==> src/rtl/vedic_arith_pkg.sv <==
// vedic_arith_pkg: constants and types shared by the vedic multiplier and the restoring divider.
package vedic_arith_pkg;
    localparam int VEDIC_WIDTH = 16;
    localparam logic [31:0] DIV_ZERO_Q = '1;
    typedef enum logic [1:0] {IDLE = 2'd0, BUSY = 2'd1, DONE = 2'd2} div_state_t;
endpackage

==> src/rtl/div_restore_step.sv <==
// div_restore_step: one combinational restoring-division step on a WIDTH+1 bit trial subtraction.
module div_restore_step #(
    parameter int WIDTH = 16
) (
    input  logic [WIDTH-1:0] rem_in,
    input  logic             bit_in,
    input  logic [WIDTH-1:0] divisor,
    output logic [WIDTH-1:0] rem_out,
    output logic             q_bit
);
    logic [WIDTH:0] shifted, diff;
    assign shifted = {rem_in, bit_in};
    assign diff    = shifted - {1'b0, divisor};
    // no borrow out of the extra bit means shifted >= divisor
    assign q_bit   = ~diff[WIDTH];
    assign rem_out = q_bit ? diff[WIDTH-1:0] : shifted[WIDTH-1:0];
endmodule

==> src/rtl/seq_restoring_divider.sv <==
// seq_restoring_divider: unsigned restoring divider, one quotient bit per clock, valid/ready on both sides.
module seq_restoring_divider
    import vedic_arith_pkg::*;
#(
    parameter int WIDTH = VEDIC_WIDTH,
    parameter int CNT_W = $clog2(WIDTH)
) (
    input  logic             clk,
    input  logic             rst_n,
    input  logic             in_valid,
    output logic             in_ready,
    input  logic [WIDTH-1:0] dividend,
    input  logic [WIDTH-1:0] divisor,
    output logic             out_valid,
    input  logic             out_ready,
    output logic [WIDTH-1:0] quotient,
    output logic [WIDTH-1:0] remainder,
    output logic             div_by_zero
);
    div_state_t       state;
    logic [WIDTH-1:0] q_r, r_r, d_r, step_rem;
    logic [CNT_W-1:0] cnt;
    logic             step_bit, last;
    assign in_ready  = state == IDLE;
    assign out_valid = state == DONE;
    assign last      = cnt == CNT_W'(WIDTH - 1);
    div_restore_step #(.WIDTH(WIDTH)) u_step (
        .rem_in (r_r),
        .bit_in (q_r[WIDTH-1]),
        .divisor(d_r),
        .rem_out(step_rem),
        .q_bit  (step_bit)
    );
    // q_r starts as the dividend and is shifted out MSB-first while quotient bits shift in
    always_ff @(posedge clk or negedge rst_n) begin
        if (!rst_n) begin
            state       <= IDLE;
            q_r         <= '0;
            r_r         <= '0;
            d_r         <= '0;
            cnt         <= '0;
            quotient    <= '0;
            remainder   <= '0;
            div_by_zero <= 1'b0;
        end else begin
            case (state)
                IDLE: if (in_valid) begin
                    q_r         <= dividend;
                    d_r         <= divisor;
                    r_r         <= '0;
                    cnt         <= '0;
                    div_by_zero <= divisor == '0;
                    if (divisor == '0) begin
                        quotient  <= DIV_ZERO_Q[WIDTH-1:0];
                        remainder <= dividend;
                        state     <= DONE;
                    end else begin
                        state <= BUSY;
                    end
                end
                BUSY: begin
                    q_r <= {q_r[WIDTH-2:0], step_bit};
                    r_r <= step_rem;
                    cnt <= cnt + CNT_W'(1);
                    if (last) begin
                        quotient  <= {q_r[WIDTH-2:0], step_bit};
                        remainder <= step_rem;
                        state     <= DONE;
                    end
                end
                DONE: if (out_ready) state <= IDLE;
                default: state <= IDLE;
            endcase
        end
    end
endmodule

==> config.mk <==
export PLATFORM = sky130hd
export DESIGN_NAME = seq_restoring_divider
export DESIGN_NICKNAME = d
export VERILOG_FILES = /design/src/rtl/vedic_arith_pkg.sv /design/src/rtl/div_restore_step.sv /design/src/rtl/seq_restoring_divider.sv
export SDC_FILE = /design/constraint.sdc
export NUM_CORES = 1
export LEC_CHECK = 0
export BUFFER_PORTS_ARGS = -buffer_cell sky130_fd_sc_hd__buf_2
export CAP_MARGIN = 15
export CORE_MARGIN = 2
export CORE_UTILIZATION = 31
export CTS_CLUSTER_DIAMETER = 100
export CTS_CLUSTER_SIZE = 14
export DETAILED_ROUTE_END_ITERATION = 12
export PLACE_DENSITY = 0.57
export SETUP_SLACK_MARGIN = 0.4
export SYNTH_ARGS = -nofsm -noshare
export SYNTH_HDL_FRONTEND = slang
export SYNTH_SLANG_ARGS = --single-unit
==> constraint.sdc <==
create_clock -name clk -period 2.8 [get_ports clk]
set_input_delay 0.56 -clock clk [delete_from_list [all_inputs] [get_ports clk]]
set_output_delay 0.56 -clock clk [all_outputs]
set_load 0.1 [all_outputs]
; ---- After elaboration in Yosys (flattened, before gate mapping)
; Cells that the tools add are included.
[word_totals]
regBits = 87
input_bits = 36
out_inout_bits = 35
[op_classes]
n_addsub = 2
n_eq_ne = 7
n_mux = 20
bitwise = 1
n_reduce_logical = 7
[op_table]
columns = op, n
row1 = 16-bit 2-to-1 mux, 9
row2 = 16-bit one-hot mux with 2 select lines, 4
row3 = 17-bit by 16-bit subtractor with 17-bit output, 1
row4 = 16-bit logical NOT, 1
row5 = 2-bit 2-to-1 mux, 4
row6 = 4-bit one-hot mux with 2 select lines, 1
row7 = 2-bit one-hot mux with 3 select lines, 1
row8 = "4-bit by 1-bit adder with 4-bit output, second input constant", 1
row9 = "4-bit == test, second input constant", 1
row10 = 4-bit 2-to-1 mux, 1
row11 = "2-bit by 1-bit != test with 1-bit output, second input constant", 2
row12 = "2-bit != test, second input constant", 2
row13 = 2-bit AND reduction, 2
row14 = 4-bit AND reduction, 1
row15 = 3-bit AND reduction, 1
row16 = "2-bit by 1-bit == test with 1-bit output, second input constant", 1
row17 = "2-bit == test, second input constant", 1
row18 = 2-bit logical NOT, 1
row19 = 2-bit nonzero test, 1
row20 = 1-bit NOT, 1

; ---- Logic depth before layout (Yosys ltp)
; Gate-level depths: netlist (run 1).
[depth]
word_depth = 4
ltp_mapped = 13
ltp_nobuf = 11

; ---- Modules after synthesis
; From an unflattened synthesis (run 1), not the netlist that was laid out.
[unflattened]
cells_unflattened = 440
area_unflattened_um2 = 4658.2
[by_module_without_submodules]
columns = mod, instances, cells_each, area_per_inst_um2
row1 = seq_restoring_divider, 1, 312, 3648.5
row2 = div_restore_step, 1, 128, 1009.7

; ---- Worst setup path after synthesis (run 1)
; OpenSTA, ideal clock, no wires.
[synth_timing]
kind = register to register
start = reg state[1]
end = reg remainder[2]
setup_time_ns = 0.121
arrival_ns = 3.060
path_slack_ns = -0.381
stages_incl_launch_ff = 10
period_less_slack_ns = 3.181
cell_sequence = dfrtp_1 > clkbuf_1 > nor2_1 > and2_1 > clkbuf_1 > and2_1 > nand2b_1 > clkbuf_1 > nand2_1 > o22a_1
[synth_between]
elab_chain_len = 3
word_cells_on_any_way = 8
cone_classes = 4 x eq/ne / 1 x mux / 3 x reduce/logical
[synth_lines]
columns = item, line_no
row1 = "start, declared", seq_restoring_divider.sv:20  ; div_state_t state;
row2 = "start signal, assigned", seq_restoring_divider.sv:37  ; state <= IDLE;
row3 = "start signal, assigned", seq_restoring_divider.sv:56  ; state <= DONE;
row4 = "start signal, assigned", seq_restoring_divider.sv:58  ; state <= BUSY;
row5 = 2-bit logical NOT *, --
row6 = via in_ready, seq_restoring_divider.sv:11  ; output logic in_ready,
row7 = 2-bit by 1-bit != test with 1-bit output (no line) (tied with other cells), --
row8 = 4-bit AND reduction (no line), --
row9 = "end signal, assigned", seq_restoring_divider.sv:55  ; remainder <= dividend;
row10 = "end signal, assigned", seq_restoring_divider.sv:67  ; remainder <= step_rem;
row11 = "end, declared", seq_restoring_divider.sv:17  ; output logic [WIDTH-1:0] remainder,
; The timed path passes the listed nets; every way through them passes the cells marked *.
; A chain may end at the register's enable or synchronous reset.

; ---- Final worst setup path (run 1)
[layout_timing]
start = reg q_r[15]
end = reg remainder[13]
[layout_between]
elab_chain_len = 4
[layout_lines]
columns = item, line_no
row1 = "start, declared", seq_restoring_divider.sv:21  ; logic [WIDTH-1:0] q_r, r_r, d_r, step_rem;
row2 = "start signal, assigned", seq_restoring_divider.sv:48  ; q_r <= dividend;
row3 = "start signal, assigned", seq_restoring_divider.sv:62  ; q_r <= {q_r[WIDTH-2:0], step_bit};
row4 = 17-bit by 16-bit subtractor with 17-bit output, div_restore_step.sv:13  ; assign diff = shifted - {1'b0, divisor};
row5 = 16-bit 2-to-1 mux, div_restore_step.sv:16  ; assign rem_out = q_bit ? diff[WIDTH-1:0] : shifted[WIDTH-1:0];
row6 = 16-bit 2-to-1 mux, seq_restoring_divider.sv:65  ; if (last) begin
row7 = 16-bit one-hot mux with 2 select lines, seq_restoring_divider.sv:46  ; case (state)
; No other way between the ends. The select of a mux whose other input is x is not followed.

==> results of run 1 <==
worst max-delay path by stage:
stage | to | depth (start not counted)
3_3_place_gp | remainder[7] | 11
6_report | remainder[13] | 11
5_1_grt | remainder[5] | 12
3_5_place_dp | r_r[9] | 12
2_1_floorplan | q_r[0] | 12
4_1_cts | remainder[15] | 12
critical path, stage by stage, from the launching register on:
cell and delay (ns):
dfrtp_1 0.39, inv_1 0.07, ha_2 0.19, inv_2 0.04, fa_2 0.34, a211oi_2 0.21
o21ai_2 0.11, o2111a_2 0.30, o221ai_4 0.28, clkbuf_16 0.24, o31a_1 0.26, a31oi_1 0.11
logic make-up (layout without fill, tap and decap cells):
logic type	count (synthesis)	after routing	synth area share (%)
and+or+nand+nor	165	165	15.8
xor gates and xnor gates	12	12	2.26
adders and majority gates	18	18	5.01
buffers and inverters	49	135	4.52
AOI/OAI and AO/OA	159	159	21.2
muxes	20	20	4.39
DFF	87	87	46.8
state kept, by name (all words and copies together) (netlist names):
name and cells:
cnt 4, d_r 16, div_by_zero 1, q_r 16, quotient 16, r_r 16
remainder 16, state 2
per-layer routing:
metal | up-vias | GRT usage, % | routed length, µm
li1 | 1974 | - | -
met1 | 1949 | 23.1 | 6280
met2 | 129 | 24.8 | 5920
met3 | 23 | 4.05 | 868
met4 | 0 | 4.85 | 223
met5 | - | 0 | 0
cell usage in the layout (no fill, tap or decap), types with 17 or more instances in the layout:
cell	instances
buf_2	68
buf_4	18
inv_1	18
nor2_1	44
dfrtp_1	87
nor3_1	17
o21ai_0	49
nand2_1	63
a21oi_1	23
what timing repair did:
action,CTS,global route
hold buffers,0,0
pin swaps,9,23
cloned,2,1
hold endpoints to repair,0,0
setup buffers,8,4
setup endpoints to repair,34,35
resized for setup,24,30
through the flow:
| step | util, % | setup slack, ns |
|---|---|---|
| finish | 41.0 | 0.145 |
| global placement | 36.1 | 0.202 |
| detailed placement | 36.1 | 0.125 |
| global route | 41.0 | 0.0442 |
| CTS | 39.7 | 0.175 |
| floorplan | - | 0.387 |
final cells by class:
type	instances	area [µm²]	share of cell area, %
multi-input cells	374	2510	42.0
clock inverters	4	55.1	0.920
well taps	184	230	3.85
flip-flops and latches	87	2180	36.4
clock buffers	12	246	4.12
repair buffers	99	687	11.5
inverters	20	76.3	1.28
==> reports/qor.yml, run 1 <==
synth_area_um2: 4650
grt_setup_unrepaired: "yes"
initial_utilization_pct: 31.9
num_rows: 44
r2r_setup_slack_ns: 0.15
die-area_um2: 16000
max_slew.worst_pin.slew_ns: 0.679
status: "finished clean"
drive_gt1_share_pct: 26.2
clk_latency_ns: 0.35
gp_congestion: 0.854
viasPerCell: 5.22
worstPathMaxFanout: 7
maxSlewViolCount: 0
arrival_ns: 2.88
wl_per_cell_um: 17.1
clockBufferDepth: 2
grt_max_degree: 51
vias: 4075
worstSetupStartpointType: "register"
max_cap_viol_count: 0
syn_nets: 564
synth_commonest_cells: "87 x dfrtp_1, 64 x nand2_1, 55 x o21ai_0, 47 x nor2_1, 30 x a21oi_1"
grt_pass1_wl_mm: 20.6
cp.required_ns: 3.03
reg2reg_from: "q_r[15]"
dpl_cell_area_um2: 5270
rr_worst_depth: 11
final_cells: 780
nNetsFinal: 645
antenna_cells: 0
async_reset_ff_share_pct: 100
fin_area_um2: 5990
cts_tree: "yes"
dieHeight_um: 126
routed_wl_mm: 13.3
min_period_ns: 2.65
synth_cell_types: 52
r2r_end: "remainder[13]"
crit_type: "reg2reg"
cts.sinks: 87
hpwl_mm: 9.51
finalHoldViolations: 0
relSlewSlack_pct: 54.8
finalSetupViolations: 0
fillCellCount: 1437
critPathLaunch: "q_r[15]"
fmax_mhz: 377
core_um2: 14600
grt_overflow_total: 0
ys_seq_area_share_pct: 46.8
htree_num_levels: 3
drc: 0
synthCells: 510
drtIter0Drc: 232
ys_ff_latch: 87
area_delta_synth_final_pct: 28.8
pin_count: 71
post-route-period-util_pct: 94.8
synth_top_area_share_pct: 46.8
syn_avg_cell_area_um2: 9.11
synth_most_common_cell: "dfrtp_1"
fin_worst_skew_ns: 0.00719
io_buffers: 70
tns_ns: 0
antenna_found_initial: 0
synth_edf_count: 0
postRouteAntennaNets: 0
dr.pass1.iters: 5
synth.area.top_cells: "dfrtp_1 47%, o21ai_0 5.9%, nand2_1 5.2%"
yosysWarnings: 0
root_buffer: "clkbuf_16"
first_global_vias: 3899
die_w_um: 126
grt_use_total_pct: 16.3
hold_class: "in2async"
placed_cells: 749
clk_pin_slew_ns: 0.06
worst_setup_path_end_kind: "register"
synth-main-ff-cell: "dfrtp_1"
whs_ns: 0.244
numCtsBuffers: 9
synth_area_leader_cell: "dfrtp_1"
Power of run 1 is not shown: default switching activity piles up to over one toggle a cycle in this logic, so the estimate is an artifact.
==> run 2, diff against run 1 <==
PLACE_DENSITY = 0.5   (was 0.57)
==> reports/qor.yml, run 2 (synthesis results as in run 1) <==
finalHoldViolations: 0  # unchanged
layout_common_cells: "87 x dfrtp_1, 69 x buf_2, 64 x nand2_1"  # was 87 x dfrtp_1, 68 x buf_2, 63 x nand2_1
min_period_ns: 2.64  # was 2.65 ns
status: "finished clean"  # unchanged
cts_hold_buffers: 0  # unchanged
hpwl_mm: 9.77  # was 9.51 mm
grt_pass1_wl_mm: 20.8  # was 20.6 mm
cp.required_ns: 3.03  # about the same
max_slew.worst_pin.slew_ns: 0.618  # was 0.679 ns
r2r_setup_slack_ns: 0.16  # was 0.15 ns
io_buffers: 70  # unchanged
wl_per_cell_um: 17.1  # about the same
htree_num_levels: 3  # unchanged
worstSetupStartpointType: "register"  # unchanged
nNetsFinal: 645  # unchanged
fmax_mhz: 379  # was 377 MHz
grt_overflow_total: 0  # unchanged
r2r_end: "remainder[7]"  # was remainder[13]
tns_ns: 0  # unchanged
post-route-period-util_pct: 94.3  # was 94.8%
dp_worst_setup_slack_ns: 0.134  # was 0.125 ns
drtIter0Drc: 260  # was 232
placed_cells: 755  # was 749
first_global_vias: 3834  # was 3899
reg2reg_from: "r_r[10]"  # was q_r[15]
clk_latency_ns: 0.35  # about the same
drive_gt1_share_pct: 24.3  # was 26.2%
final_cells: 780  # unchanged
rr_worst_depth: 9  # was 11
crit_type: "reg2reg"  # unchanged
core_um2: 14600  # unchanged
maxSlewViolCount: 0  # unchanged
grt_use_total_pct: 16.5  # was 16.3%
relSlewSlack_pct: 58.8  # was 54.8%
utilization_pct: 40.0  # was 41.0%
grt_setup_unrepaired: "yes"  # unchanged
numCtsBuffers: 9  # unchanged
antenna_found_initial: 0  # unchanged
drc: 0  # unchanged
vias: 4022  # was 4075
setup_slack_ns: 0.160  # was 0.145 ns
routed_wl_mm: 13.3  # about the same
seq_area_um2: 2180  # unchanged
clk_pin_slew_ns: 0.07  # was 0.06 ns
fin_worst_skew_ns: 0.00491  # was 0.00719 ns
finalSetupViolations: 0  # unchanged
cts.sinks: 87  # unchanged
root_buffer: "clkbuf_16"  # unchanged
clockBufferDepth: 2  # unchanged
num_rows: 44  # unchanged
arrival_ns: 2.87  # was 2.88 ns
area_delta_synth_final_pct: 25.5  # was 28.8%
gp_congestion: 0.791  # was 0.854
grt_max_degree: 55  # was 51
pin_count: 71  # unchanged
worstPathMaxFanout: 7  # unchanged
fillCellCount: 1489  # was 1437
die_w_um: 126  # unchanged
max_cap_viol_count: 0  # unchanged
worst_setup_path_end_kind: "register"  # unchanged
multi_input_area_um2: 2410  # was 2510 µm²
layout_commonest_cell: "dfrtp_1"  # unchanged
cts_tree: "yes"  # unchanged
postRouteAntennaNets: 0  # unchanged
antenna_cells: 0  # unchanged
die-area_um2: 16000  # unchanged
dieHeight_um: 126  # unchanged
hold_class: "in2async"  # unchanged
crit_end: "remainder[7]"  # was remainder[13]
critPathLaunch: "r_r[10]"  # was q_r[15]
dr.pass1.iters: 4  # was 5
viasPerCell: 5.16  # was 5.22
initial_utilization_pct: 31.9  # unchanged
## run 2: cell count changes in the layout (fill, tap and decap cells not counted), sizes merged
cell	before	now
clkbuf	14	12
inv	19	21
## run 2: metal layers
layer	vias to the layer above	global-route usage, %	share of wire [%]
met5	-	0	0
met2	99	25.3	45
met3	11	4.13	4.5
li1	1968	-	-
met1	1944	23.7	49
met4	0	3.49	1.1
## run 2: what timing repair did
action / in CTS / in global routing
endpoints found under the setup margin: 33 / 33
cloned: 0 / 2
pin swaps: 2 / 3
resized for setup: 8 / 19
endpoints found under the hold margin: 0 / 0
buffers inserted: 5 / 2
## run 2: worst max-delay path, cell delays in order, from the launching register on
cell and delay (ns):
dfrtp_1 0.42, ha_1 0.40, a21oi_1 0.29, o21a_1 0.19
a2bb2oi_1 0.28, o221ai_4 0.21, clkbuf_16 0.21, nand3_1 0.10
o31ai_2 0.10, o32a_1 0.33
## run 2: worst min path at each step
stage / from / endpoint / cells after the start
finish: rst_n / cnt[3] / 1
global route: rst_n / cnt[3] / 1
CTS: rst_n / cnt[3] / 1
detailed placement: remainder[0] / remainder[0] / 2
global placement: remainder[0] / remainder[0] / 2
floorplan: rst_n / cnt[0] / 0
## run 2: metrics by stage
stage	hold WS [ns]	area (µm²)
floorplan	0.264	4670
CTS	0.175	5690
global placement	0.482	5320
detailed placement	0.494	5320
finish	0.168	5830
global route	0.194	5830
## run 2: area by class of cell
cell class	instances	share of cell area [%]
clock buffers	10	3.93
multi-input cells	374	41.3
well taps	184	3.95
clock inverters	6	1.18
flip-flops and latches	87	37.3
inverters	20	1.29
repair buffers	99	11.0
Power of run 2 is left out for the same reason.
